`config.mk`:
```
export PLATFORM = sky130hd
export DESIGN_NAME = simon_mode_engine
export DESIGN_NICKNAME = d
export VERILOG_FILES = /design/src/rtl/simon_mode_engine.sv
export SDC_FILE = /design/constraint.sdc
export NUM_CORES = 1
export LEC_CHECK = 0
export ABC_AREA = 0
export CORE_MARGIN = 5
export CORE_UTILIZATION = 45
export CTS_BUF_LIST = sky130_fd_sc_hd__clkbuf_8 sky130_fd_sc_hd__clkbuf_16
export DETAILED_ROUTE_END_ITERATION = 10
export GPL_TIMING_DRIVEN = 0
export PLACE_DENSITY = 0.81
export RECOVER_POWER = 50
export SLEW_MARGIN = 10
export SYNTH_ARGS = -nofsm -noshare
export SYNTH_HDL_FRONTEND = slang
export SYNTH_SLANG_ARGS = --single-unit
```
`constraint.sdc`:
```
create_clock -name clk -period 5.79 [get_ports clk]
set_clock_uncertainty 0.2 [all_clocks]
set_input_delay 0.579 -clock clk [delete_from_list [all_inputs] [get_ports clk]]
set_output_delay 0.579 -clock clk [all_outputs]
set_load 0.01 [all_outputs]
```
`src/rtl/simon_mode_engine.sv`:
```
// Mode-of-operation wrapper (ECB/CBC/CTR/OFB) around an external iterative Simon core.
// One block is in flight at a time; chaining value, counter or OFB state lives in fb_q.
module simon_mode_engine #(
    parameter int unsigned WW       = 16,
    parameter int unsigned NKW      = 4,
    parameter logic        DATA_RST = 1'b0
) (
    input  logic                clk,
    input  logic                srst,
    output logic                busy_o,

    input  logic                msg_valid_i,
    output logic                msg_ready_o,
    input  logic [1:0]          msg_mode_i,
    input  logic                msg_dir_i,
    input  logic [NKW*WW-1:0]   msg_key_i,
    input  logic [2*WW-1:0]     msg_iv_i,

    input  logic                in_valid_i,
    output logic                in_ready_o,
    input  logic [2*WW-1:0]     in_data_i,
    input  logic                in_last_i,

    output logic                out_valid_o,
    input  logic                out_ready_i,
    output logic [2*WW-1:0]     out_data_o,
    output logic                out_last_o,

    output logic                cph_valid_o,
    input  logic                cph_ready_i,
    output logic                cph_mode_o,
    output logic [2*WW-1:0]     cph_pt_o,
    output logic [NKW*WW-1:0]   cph_key_o,
    input  logic                cph_valid_i,
    output logic                cph_ready_o,
    input  logic [2*WW-1:0]     cph_ct_i
);

    localparam int unsigned BW = 2 * WW;

    typedef enum logic [2:0] {
        S_IDLE, S_WAIT_IN, S_CPH_REQ, S_CPH_RSP, S_OUT
    } state_e;

    typedef enum logic [1:0] {
        M_ECB = 2'b00, M_CBC = 2'b01, M_CTR = 2'b10, M_OFB = 2'b11
    } mode_e;

    state_e              state_q, state_d;
    mode_e               mode_q;
    logic                dir_q;
    logic                last_q;
    logic [NKW*WW-1:0]   key_q;
    logic [BW-1:0]       fb_q, fb_d;
    logic [BW-1:0]       din_q;
    logic [BW-1:0]       out_q, out_d;

    logic msg_hs, in_hs, cph_rsp_hs;

    // Handshake outputs come straight from the state register, never from inputs.
    assign msg_ready_o = (state_q == S_IDLE);
    assign in_ready_o  = (state_q == S_WAIT_IN);
    assign cph_valid_o = (state_q == S_CPH_REQ);
    assign cph_ready_o = (state_q == S_CPH_RSP);
    assign out_valid_o = (state_q == S_OUT);
    assign busy_o      = (state_q != S_IDLE);

    assign msg_hs     = msg_ready_o & msg_valid_i;
    assign in_hs      = in_ready_o  & in_valid_i;
    assign cph_rsp_hs = cph_ready_o & cph_valid_i;

    assign out_data_o = out_q;
    assign out_last_o = last_q;
    assign cph_key_o  = key_q;

    // NOTE: every always_comb output gets a default first so no latch is inferred.
    always_comb begin : next_state
        state_d = state_q;
        case (state_q)
            S_IDLE:    if (msg_valid_i) state_d = S_WAIT_IN;
            S_WAIT_IN: if (in_valid_i)  state_d = S_CPH_REQ;
            S_CPH_REQ: if (cph_ready_i) state_d = S_CPH_RSP;
            S_CPH_RSP: if (cph_valid_i) state_d = S_OUT;
            S_OUT:     if (out_ready_i) state_d = last_q ? S_IDLE : S_WAIT_IN;
            default:                    state_d = S_IDLE;
        endcase
    end

    always_comb begin : mode_datapath
        cph_pt_o   = din_q;
        cph_mode_o = 1'b0;
        out_d      = cph_ct_i;
        fb_d       = fb_q;
        case (mode_q)
            M_ECB: cph_mode_o = dir_q;
            M_CBC: begin
                if (dir_q) begin
                    cph_mode_o = 1'b1;
                    out_d      = cph_ct_i ^ fb_q;
                    fb_d       = din_q;
                end else begin
                    cph_pt_o   = din_q ^ fb_q;
                    fb_d       = cph_ct_i;
                end
            end
            // Counter wraps silently modulo 2^BW.
            M_CTR: begin
                cph_pt_o = fb_q;
                out_d    = din_q ^ cph_ct_i;
                fb_d     = fb_q + BW'(1);
            end
            M_OFB: begin
                cph_pt_o = fb_q;
                out_d    = din_q ^ cph_ct_i;
                fb_d     = cph_ct_i;
            end
            default: ;
        endcase
    end

    // NOTE: sequential state is written with non-blocking assignments only.
    always_ff @(posedge clk) begin : ctrl_regs
        if (srst) begin
            state_q <= S_IDLE;
            mode_q  <= M_ECB;
            dir_q   <= 1'b0;
            last_q  <= 1'b0;
        end else begin
            state_q <= state_d;
            if (msg_hs) begin
                mode_q <= mode_e'(msg_mode_i);
                dir_q  <= msg_dir_i;
            end
            if (in_hs) last_q <= in_last_i;
        end
    end

    // NOTE: wide data registers are cleared by srst only when DATA_RST is set; control is always reset.
    always_ff @(posedge clk) begin : data_regs
        if (srst && DATA_RST) begin
            key_q <= '0;
            fb_q  <= '0;
            din_q <= '0;
            out_q <= '0;
        end else if (!srst) begin
            if (msg_hs) begin
                key_q <= msg_key_i;
                fb_q  <= msg_iv_i;
            end
            if (in_hs) din_q <= in_data_i;
            if (cph_rsp_hs) begin
                out_q <= out_d;
                fb_q  <= fb_d;
            end
        end
    end

endmodule

```
==> impl_metrics.json, run 1 <==
{
  "drt_wl_total_um": 28800,
  "rr_startpoint": "state_q[1]",
  "num_io_pins": 307,
  "vias": 7357,
  "post_cts_buffers": 0,
  "crit_chain": "buf_2 > inv_2 > buf_1 > clkbuf_1 > a32o_1 > clkdlybuf4s50_1",
  "finalSetupViolCount": 0,
  "grt_start_max_net_pins": 35,
  "die_w_um": 145,
  "drv_cap": 1,
  "routedWlPerCell_um": 23.0,
  "place_congestion": 0.944,
  "finalPower_mw": 3.04,
  "worstPathMaxFanout": 10,
  "cts_inserted_buffers": 17,
  "root_buffer": "clkbuf_16",
  "gr-total-overflow": 0,
  "start_kind": "register",
  "cts_max_level": 4,
  "area_delta_synth_final_pct": 49.5,
  "final_nets": 1178,
  "hp-start": "out_last_o",
  "crit_slowest_cell": "clkdlybuf4s50_1",
  "drive_above_1_share": 0.0824,
  "ant_nets": 0,
  "max_freq_ghz": 0.266,
  "layout_common_cells": "194 x dlygate4sd3_1, 160 x edfxtp_1, 112 x clkdlybuf4s50_1, 64 x nand2_1, 54 x o21ai_0",
  "postLayoutCoreUtil": 0.682,
  "hpwl_um": 21600,
  "die_y_um": 145,
  "grt_pass1_wl_um": 43200,
  "setup_tns_ns": 0,
  "wl_met3_um": 3120,
  "ys_top_cells_by_area": "edfxtp_1 59%, xnor2_1 4.9%, a32o_1 3.9%, o21ai_0 3.3%, a22oi_1 3.2%",
  "path_buf_inv": 5,
  "clock_sinks": 167,
  "async_reset_ff_frac": 0,
  "met2_length_um": 13700,
  "antenna_found_initial": 4,
  "peakVddDrop_mv": 0.175,
  "ys_ff_latch": 167,
  "cp_slowest_stage_delay_ns": 0.57,
  "viasPerCell": 5.88,
  "rsz0062_at_grt": "false",
  "ys_seq_area_frac": 0.604,
  "avgSynthCellArea_um2": 12.2,
  "slew_viol_final": 31,
  "highest_layer": "met5",
  "r2r-end": "cph_key_o[45]",
  "syn_area_um2": 8190,
  "mostFrequentLayoutCell": "dlygate4sd3_1",
  "violations": "capacitance limit, slew limit",
  "reg2reg_slack_ns": 2.34,
  "cts_hold_buf": 0,
  "yosysTopAreaCell": "edfxtp_1",
  "firstDrtPassIters": 6,
  "coreArea_um2": 18000,
  "grt_usage": 0.265,
  "crit_family": "buffers and inverters",
  "run_status": "complete, but fails checks",
  "worstSetupEndpointType": "output pin",
  "cts_resized": 0,
  "hold_violations": 0,
  "p_per_area_nw_per_um2": 248,
  "syn_nets": 844,
  "rr_worst_depth": 6,
  "rows": 49,
  "arrival_ns": 2.99,
  "post-route-period-util": 0.650,
  "critPathKind": "register to output pin",
  "start_util": 0.456,
  "ys.flop_type": "edfxtp_1",
  "port_buffers": 306,
  "drt-met1-wl_um": 11000,
  "cts_tree": "done",
  "tightest_slew_ns": 1.81,
  "die_area_um2": 21000,
  "fill_cells": 1374,
  "cp.required_ns": 5.01,
  "leakage_nw": 4.06,
  "ys_types": 52,
  "grt_pass1_vias": 7332,
  "post-route-min-period_ns": 3.77,
  "drtIter0Drc": 931,
  "worstHoldPathCells": 2,
  "cts.path.max_buffers": 2,
  "ys.warnings.count": 0,
  "synth_top_area_frac": 0.587,
  "drc": 0,
  "whs_endpoint": "out_last_o",
  "relSlewSlack": -0.210,
  "syn_inst": 672,
  "clk_pin_slew_ns": 0.08,
  "clkLatencyLatePin_ns": 0.43,
  "synth_edf_count": 160,
  "hold_class": "register to register"
}
==> registers in the layout, summed over array words and instances, names as in the netlist <==
| name | cells |
|---|---|
| din_q | 32 |
| dir_q | 1 |
| state_q | 3 |
| cph_key_o | 64 |
| fb_q | 32 |
| out_data_o | 32 |
| mode_q | 2 |
| out_last_o | 1 |
==> synthesized netlist by cell type (2+ instances only) <==
library cell	instances
o21ai_1	15
a222oi_1	2
nand2b_1	4
nor4_1	6
and3_1	2
inv_1	11
a221oi_1	8
mux2_2	15
nor2_1	31
buf_2	10
clkbuf_1	37
a31oi_1	8
o31a_1	2
nor2b_1	2
o21ai_0	54
xnor2_1	46
nand4_1	10
o211ai_1	2
nor3_1	14
buf_4	4
and2_1	4
nand2_1	64
clkbuf_8	2
nand3_1	10
edfxtp_1	160
a21oi_1	21
dfxtp_1	7
a22oi_1	35
xor2_1	12
a221o_1	12
a32o_1	32
mux2i_1	10
==> power by group <==
group          internal [mW]  leakage [nW]  switching, mW
Clock                  0.570         0.275          0.532
Combinational          0.263          2.26          0.257
Sequential              1.39          1.52         0.0285
Total                   2.22          4.06          0.817
==> through the flow <==
step / instance area [µm²] / hold WS [ns] / std cells / setup slack [ns]
3_3_place_gp: 11500 / 0.307 / 1207 / -1.30
3_5_place_dp: 11700 / 0.334 / 1216 / 2.17
5_1_grt: 12200 / 0.407 / 1250 / 1.95
2_1_floorplan: 8190 / 0.338 / 672 / 1.28
4_1_cts: 12300 / 0.353 / 1248 / 2.06
6_report: 12200 / 0.349 / 1251 / 2.02
==> area by class of cell <==
| type | instances | area [µm²] | area share |
|---|---|---|---|
| Inverter | 12 | 45.0 | 0.00368 |
| Sequential cell | 167 | 4940 | 0.404 |
| Buffer | 55 | 254 | 0.0207 |
| Timing Repair Buffer | 315 | 3180 | 0.259 |
| Clock buffer | 17 | 425 | 0.0347 |
| Tap cell | 229 | 287 | 0.0234 |
| Antenna cell | 3 | 7.51 | 0.000613 |
| Multi-Input combinational cell | 438 | 2970 | 0.243 |
| Clock inverter | 15 | 134 | 0.0109 |
==> routing by layer <==
layer,track usage,vias up
li1,-,3272
met1,0.347,3498
met2,0.423,516
met3,0.0748,67
met4,0.0937,4
met5,0,-
==> how the worst max path moves through the flow <==
stage                           start              to  slack [ns]  cells after the start
after floorplan            state_q[1]    cph_key_o[0]        1.28                      4
after global placement     in_valid_i       din_q[15]       -1.30                      3
after detailed placement  cph_valid_i  out_data_o[14]        2.17                      6
after CTS                   mode_q[1]    cph_pt_o[26]        2.06                      6
after global routing        mode_q[1]    cph_pt_o[26]        1.95                      6
final                       mode_q[1]    cph_pt_o[26]        2.02                      6
==> worst reg2reg max path, stage by stage (launching register included) <==
cell and delay [ns]:
dfxtp_1 0.30, clkbuf_1 0.19, nor3_1 0.37, nand2_1 0.28, nor2_4 0.13, clkbuf_1 1.30, buf_12 0.35
==> logic make-up after synthesis <==
kind of cell,synth area share
AO/OA/AOI/OAI,0.166
flip-flops,0.604
AND/OR/NAND/NOR,0.0975
buffers and inverters,0.0367
XOR/XNOR,0.0620
multiplexers,0.0328
adder cells (fa/ha/maj),0.00153
Note: power is estimated with default switching activity, not from simulation.
==> run 2, diff against run 1 <==
--- a/config.mk
+++ b/config.mk
@@ -7,11 +7,11 @@
 export LEC_CHECK = 0
 export ABC_AREA = 0
 export CORE_MARGIN = 5
-export CORE_UTILIZATION = 45
+export CORE_UTILIZATION = 41
 export CTS_BUF_LIST = sky130_fd_sc_hd__clkbuf_8 sky130_fd_sc_hd__clkbuf_16
 export DETAILED_ROUTE_END_ITERATION = 10
 export GPL_TIMING_DRIVEN = 0
-export PLACE_DENSITY = 0.81
+export PLACE_DENSITY = 0.78
 export RECOVER_POWER = 50
 export SLEW_MARGIN = 10
 export SYNTH_ARGS = -nofsm -noshare
==> constraint.sdc (replaced) <==
create_clock -name clk -period 3.28 [get_ports clk]
set_clock_uncertainty 0.2 [all_clocks]
set_input_delay 0.328 -clock clk [delete_from_list [all_inputs] [get_ports clk]]
set_output_delay 0.328 -clock clk [all_outputs]
set_load 0.01 [all_outputs]
==> run 2 against run 1 <==
Compared with the run above:
- the flow now finishes without violations
- final cell count grew 2.9%
- clock-buffer cell count is the same
- die area grew 9.1%
- flip-flop and latch count is the same
- first-iteration DRC count shrank 15%
- via count shrank 0.30%
- critical path depth is the same
- power grew 79%
- clock power grew 85%
- utilization shrank 5.1 points
- non-clock buffer count shrank 1
- worst setup slack lost 2.0 ns
==> impl_metrics.json, run 2 (same netlist as run 1, synthesis figures left out) <==
{
  "start_kind": "register",
  "arrival_ns": 2.69,
  "grt_start_max_net_pins": 35,
  "run_status": "completed",
  "rr_startpoint": "state_q[0]",
  "drive_above_1_share": 0.0905,
  "highest_layer": "met5",
  "cp.required_ns": 2.75,
  "num_io_pins": 307,
  "crit_slowest_cell": "clkbuf_1",
  "start_util": 0.418,
  "hpwl_um": 22600,
  "worstPathMaxFanout": 10,
  "crit_chain": "buf_2 > nand2b_1 > clkbuf_1 > o21ai_0 > a32o_1 > clkdlybuf4s50_1",
  "place_inst": 1250,
  "met2_length_um": 14700,
  "drv_cap": 0,
  "rsz0062_at_grt": "false",
  "area_delta_synth_final_pct": 50.8,
  "die_w_um": 151,
  "viasPerCell": 5.70,
  "fill_cells": 1591,
  "rows": 51,
  "ant_nets": 0,
  "relSlewSlack": 0.0500,
  "finalSetupViolCount": 0,
  "crit_family": "buffers and inverters",
  "peakVddDrop_mv": 0.359,
  "cp-startpoint": "dir_q",
  "layout_common_cells": "193 x dlygate4sd3_1, 160 x edfxtp_1, 113 x clkdlybuf4s50_1, 64 x nand2_1, 54 x o21ai_0",
  "critPathKind": "register to output pin",
  "die_area_um2": 22900,
  "drc": 0,
  "grt_pass1_vias": 7134,
  "clkLatencyLatePin_ns": 0.43,
  "path_buf_inv": 3,
  "antenna_found_initial": 10,
  "root_buffer": "clkbuf_16",
  "grt_pass1_wl_um": 42500,
  "leakage_nw": 4.10,
  "max_freq_ghz": 0.311,
  "p_per_area_nw_per_um2": 441,
  "clock_sinks": 167,
  "coreArea_um2": 19600,
  "gr-total-overflow": 0,
  "drt_wl_total_um": 29700,
  "cp_slowest_stage_delay_ns": 0.53,
  "clk_pin_slew_ns": 0.07,
  "post-route-min-period_ns": 3.22,
  "drtIter0Drc": 788,
  "slew_viol_final": 0,
  "firstDrtPassIters": 5,
  "cts_inserted_buffers": 17,
  "hold_class": "input port to register",
  "largest_reg_flops": 64,
  "drt-met1-wl_um": 10600,
  "post-route-period-util": 0.982,
  "cts_max_level": 4,
  "place_congestion": 0.909,
  "grt_usage": 0.252,
  "port_buffers": 306,
  "routedWlPerCell_um": 23.1,
  "hp-start": "msg_mode_i[1]",
  "wl_met3_um": 3700,
  "vias": 7335,
  "mostFrequentLayoutCell": "dlygate4sd3_1",
  "hold_violations": 0,
  "die_y_um": 151,
  "setup_tns_ns": 0,
  "cts.path.max_buffers": 2,
  "final_cells": 1287,
  "final_nets": 1177,
  "tightest_slew_ns": 1.41,
  "worstSetupEndpointType": "output pin",
  "cts_tree": "done"
}
==> run 2: cell count changes in the layout (fill, tap and decap cells not counted), moves of 2 or more <==
cell / change
buf_12: +2
buf_4: -4
bufinv_16: +2
clkbuf_1: -8
clkbuf_2: +10
diode_2: +2
inv_8: -3
==> run 2: power by group <==
| part | leakage, nW | switching [mW] | total [mW] | internal, mW |
|---|---|---|---|---|
| logic | 2.29 | 0.458 | 0.926 | 0.468 |
| registers | 1.52 | 0.0482 | 2.49 | 2.44 |
| clock network | 0.283 | 0.890 | 2.03 | 1.14 |
| total | 4.10 | 1.40 | 5.45 | 4.05 |
==> run 2: through the flow <==
step / power [mW] / utilization / hold slack (ns) / worst slack, ns / instance area [µm²]
CTS: 5.51 / 0.632 / 0.239 / 0.0111 / 12400
global placement: 3.46 / 0.592 / 0.314 / -1.78 / 11600
global route: 5.64 / 0.630 / 0.256 / 0.00136 / 12300
floorplan: 2.93 / - / 0.227 / 0.0189 / 8210
finish: 5.45 / 0.630 / 0.263 / 0.0605 / 12300
detailed placement: 3.50 / 0.600 / 0.333 / -0.0757 / 11800
==> run 2: cell type report <==
class,count,area (µm²),share of cell area
antenna,5,12.5,0.00101
clock buffer,17,425,0.0345
buffer,55,267,0.0216
inverter,12,45.0,0.00365
multi-input combinational,438,2970,0.241
sequential,167,4940,0.400
clock inverter,14,161,0.0131
timing repair buffer,314,3190,0.258
tap,265,332,0.0269
==> run 2: timing repair <==
| action | 4_1_cts | 5_1_grt |
|---|---|---|
| hold endpoints to repair | 0 | 0 |
| pin swaps | 1 | 0 |
| endpoints found under the setup margin | 34 | 30 |
| hold buffers | 0 | 0 |
| cloned | 0 | 0 |
| gates resized for setup | 6 | 5 |
| setup buffers | 1 | 0 |
==> run 2: path summary, 6_finish.rpt <==
path / slack, ns / endpoint / depth (start not counted)
hold reg to reg: 0.34 / out_last_o / 2
setup / recovery: 0.06 / cph_pt_o[27] / 6
hold / removal: 0.26 / mode_q[1] / 3
setup reg to reg: 0.22 / din_q[21] / 4
==> run 2: layer usage <==
metal / track usage / up-vias
met3: 0.0790 / 73
met5: 0 / -
met1: 0.298 / 3494
met2: 0.441 / 485
li1: - / 3279
met4: 0.0694 / 4
==> run 2: worst reg2reg max path: stages (launching register included) <==
cell,delay [ns]
dfxtp_1,0.31
clkbuf_1,0.28
nand2_1,0.18
nor4_1,1.10
clkbuf_1,0.63
==> run 3, diff against run 2 <==
--- a/config.mk
+++ b/config.mk
@@ -6,12 +6,15 @@
 export NUM_CORES = 1
 export LEC_CHECK = 0
 export ABC_AREA = 0
+export CELL_PAD_IN_SITES_DETAIL_PLACEMENT = 1
+export CELL_PAD_IN_SITES_GLOBAL_PLACEMENT = 1
 export CORE_MARGIN = 5
-export CORE_UTILIZATION = 41
+export CORE_UTILIZATION = 31
 export CTS_BUF_LIST = sky130_fd_sc_hd__clkbuf_8 sky130_fd_sc_hd__clkbuf_16
+export CTS_CLUSTER_SIZE = 28
 export DETAILED_ROUTE_END_ITERATION = 10
 export GPL_TIMING_DRIVEN = 0
-export PLACE_DENSITY = 0.78
+export PLACE_DENSITY_LB_ADDON = 0.1
 export RECOVER_POWER = 50
 export SLEW_MARGIN = 10
 export SYNTH_ARGS = -nofsm -noshare
==> constraint.sdc (replaced) <==
create_clock -name clk -period 2.7 [get_ports clk]
set_clock_uncertainty 0.2 [all_clocks]
set_input_delay 0.27 -clock clk [delete_from_list [all_inputs] [get_ports clk]]
set_output_delay 0.27 -clock clk [all_outputs]
set_load 0.01 [all_outputs]
==> run 3 against run 2 <==
Compared with the run above:
- combinational power grew 27%
- register-to-register slack lost 0.06 ns
- largest power group unchanged
- first-iteration DRC count shrank 38%
- largest cell class unchanged
- global-route usage shrank 3.6 points
- clock-buffer cell count is the same
- die area grew 30%
- non-clock buffer count grew 11
- critical path depth grew 1
- design area grew 3.2%
- sequential share of layout area shrank 1.2 points
- power grew 25%
- highest routed layer is now met4
==> impl_metrics.json, run 3 (same netlist as run 1, synthesis figures left out) <==
{
  "rsz0062_at_grt": "false",
  "hpwl_um": 24200,
  "dp_worst_setup_slack_ns": -0.957,
  "final_nets": 1190,
  "coreArea_um2": 26100,
  "rr_worst_depth": 5,
  "cts_max_level": 4,
  "drc": 0,
  "finalSetupViolCount": 0,
  "drv_cap": 0,
  "cts_tree": "done",
  "final_cells": 1369,
  "post-route-period-util": 0.974,
  "die_y_um": 173,
  "port_buffers": 306,
  "run_status": "completed",
  "area_delta_synth_final_pct": 55.6,
  "arrival_ns": 2.16,
  "drtIter0Drc": 492,
  "post-route-min-period_ns": 2.63,
  "cp_slowest_stage_delay_ns": 0.31,
  "layout_common_cells": "194 x dlygate4sd3_1, 160 x edfxtp_1, 82 x clkdlybuf4s50_1, 64 x nand2_1, 53 x o21ai_0",
  "root_buffer": "clkbuf_16",
  "postLayoutCoreUtil": 0.489,
  "start_util": 0.314,
  "layout_setup_ws_ns": 0.0706,
  "drt-met1-wl_um": 14500,
  "holdWs_ns": 0.184,
  "largest_reg_flops": 64,
  "cts_inserted_buffers": 17,
  "setup_tns_ns": 0,
  "die_w_um": 173,
  "path_buf_inv": 4,
  "drive_above_1_share": 0.122,
  "rr_startpoint": "state_q[0]",
  "clkLatencyLatePin_ns": 0.45,
  "final_area_um2": 12700,
  "antenna_found_initial": 3,
  "firstDrtPassIters": 5,
  "place_inst": 1318,
  "dpl_cell_area_um2": 11800,
  "critPathKind": "register to output pin",
  "ant_nets": 0,
  "clock_sinks": 167,
  "vias": 7259,
  "clk_pin_slew_ns": 0.08,
  "num_io_pins": 307,
  "gr-total-overflow": 0,
  "cp-startpoint": "dir_q",
  "finalPower_mw": 6.80,
  "grt_pass1_vias": 7489,
  "tightest_slew_ns": 1.03,
  "cts_hold_buf": 0,
  "mostFrequentLayoutCell": "dlygate4sd3_1",
  "reg2reg_slack_ns": 0.16,
  "crit_chain": "buf_2 > nor2b_2 > buf_4 > clkbuf_8 > nand2_1 > a32o_1 > dlygate4sd2_1",
  "fill_cells": 2757,
  "worstSetupEndpointType": "output pin",
  "wl_met3_um": 1980,
  "worstHoldPathCells": 3,
  "slew_viol_final": 0,
  "routedWlPerCell_um": 24.3,
  "grt_usage": 0.216,
  "drt_wl_total_um": 33300,
  "p_per_area_nw_per_um2": 534,
  "max_freq_ghz": 0.380,
  "cp.required_ns": 2.23,
  "place_congestion": 0.789,
  "crit_slowest_cell": "a32o_1",
  "crit_family": "buffers and inverters",
  "crit_cells": 7,
  "met2_length_um": 16300,
  "start_kind": "register",
  "whs_endpoint": "mode_q[0]",
  "grt_start_max_net_pins": 32,
  "worstPathMaxFanout": 10,
  "grt_pass1_wl_um": 48800,
  "viasPerCell": 5.30,
  "rows": 59,
  "peakVddDrop_mv": 0.298,
  "r2r-end": "din_q[8]",
  "highest_layer": "met4",
  "hold_violations": 0,
  "cts.path.max_buffers": 2,
  "leakage_nw": 4.31,
  "hp-start": "msg_mode_i[0]",
  "relSlewSlack": 0.314,
  "hold_class": "input port to register",
  "die_area_um2": 29800
}
[run 3: per-layer routing]
layer  global-route usage  up-vias
li1                     -     3305
met1                0.280     3637
met2                0.369      290
met3               0.0463       27
met4               0.0528        0
met5                    0        -
[run 3: worst max-delay path by stage]
stage                endpoint  slack (ns)
2_1_floorplan    cph_key_o[0]        0.02
3_3_place_gp   out_data_o[15]       -0.93
3_5_place_dp   out_data_o[15]       -0.96
4_1_cts            cph_mode_o        0.02
5_1_grt          cph_pt_o[27]       0.001
6_report          cph_pt_o[8]        0.07
[run 3: cell type report]
| cell class | count | area [µm²] | share of cell area |
|---|---|---|---|
| Multi-Input combinational cell | 440 | 3030 | 0.238 |
| Tap cell | 335 | 419 | 0.0329 |
| Antenna cell | 3 | 7.51 | 0.000589 |
| Buffer | 55 | 412 | 0.0323 |
| Timing Repair Buffer | 325 | 3240 | 0.254 |
| Sequential cell | 167 | 4940 | 0.388 |
| Inverter | 12 | 47.5 | 0.00373 |
| Clock inverter | 15 | 209 | 0.0164 |
| Clock buffer | 17 | 425 | 0.0334 |
[run 3: where the power goes]
| group | internal [mW] | switching [mW] |
|---|---|---|
| Clock | 1.29 | 1.30 |
| Sequential | 2.97 | 0.0584 |
| Combinational | 0.582 | 0.596 |
| Total | 4.84 | 1.96 |
[run 3: what timing repair did]
action | in CTS | in global routing
setup endpoints to repair | 122 | 37
gates resized for setup | 86 | 10
cloned | 2 | 0
setup buffers | 12 | 2
endpoints found under the hold margin | 0 | 0
pin swaps | 7 | 0
[run 3: worst reg2reg max path, cell delays in order, from the launching register on]
cell and delay [ns]:
dfxtp_1 0.31, clkbuf_1 0.31, nand2_1 0.22, nor4_2 0.58, buf_8 0.24, buf_2 0.34
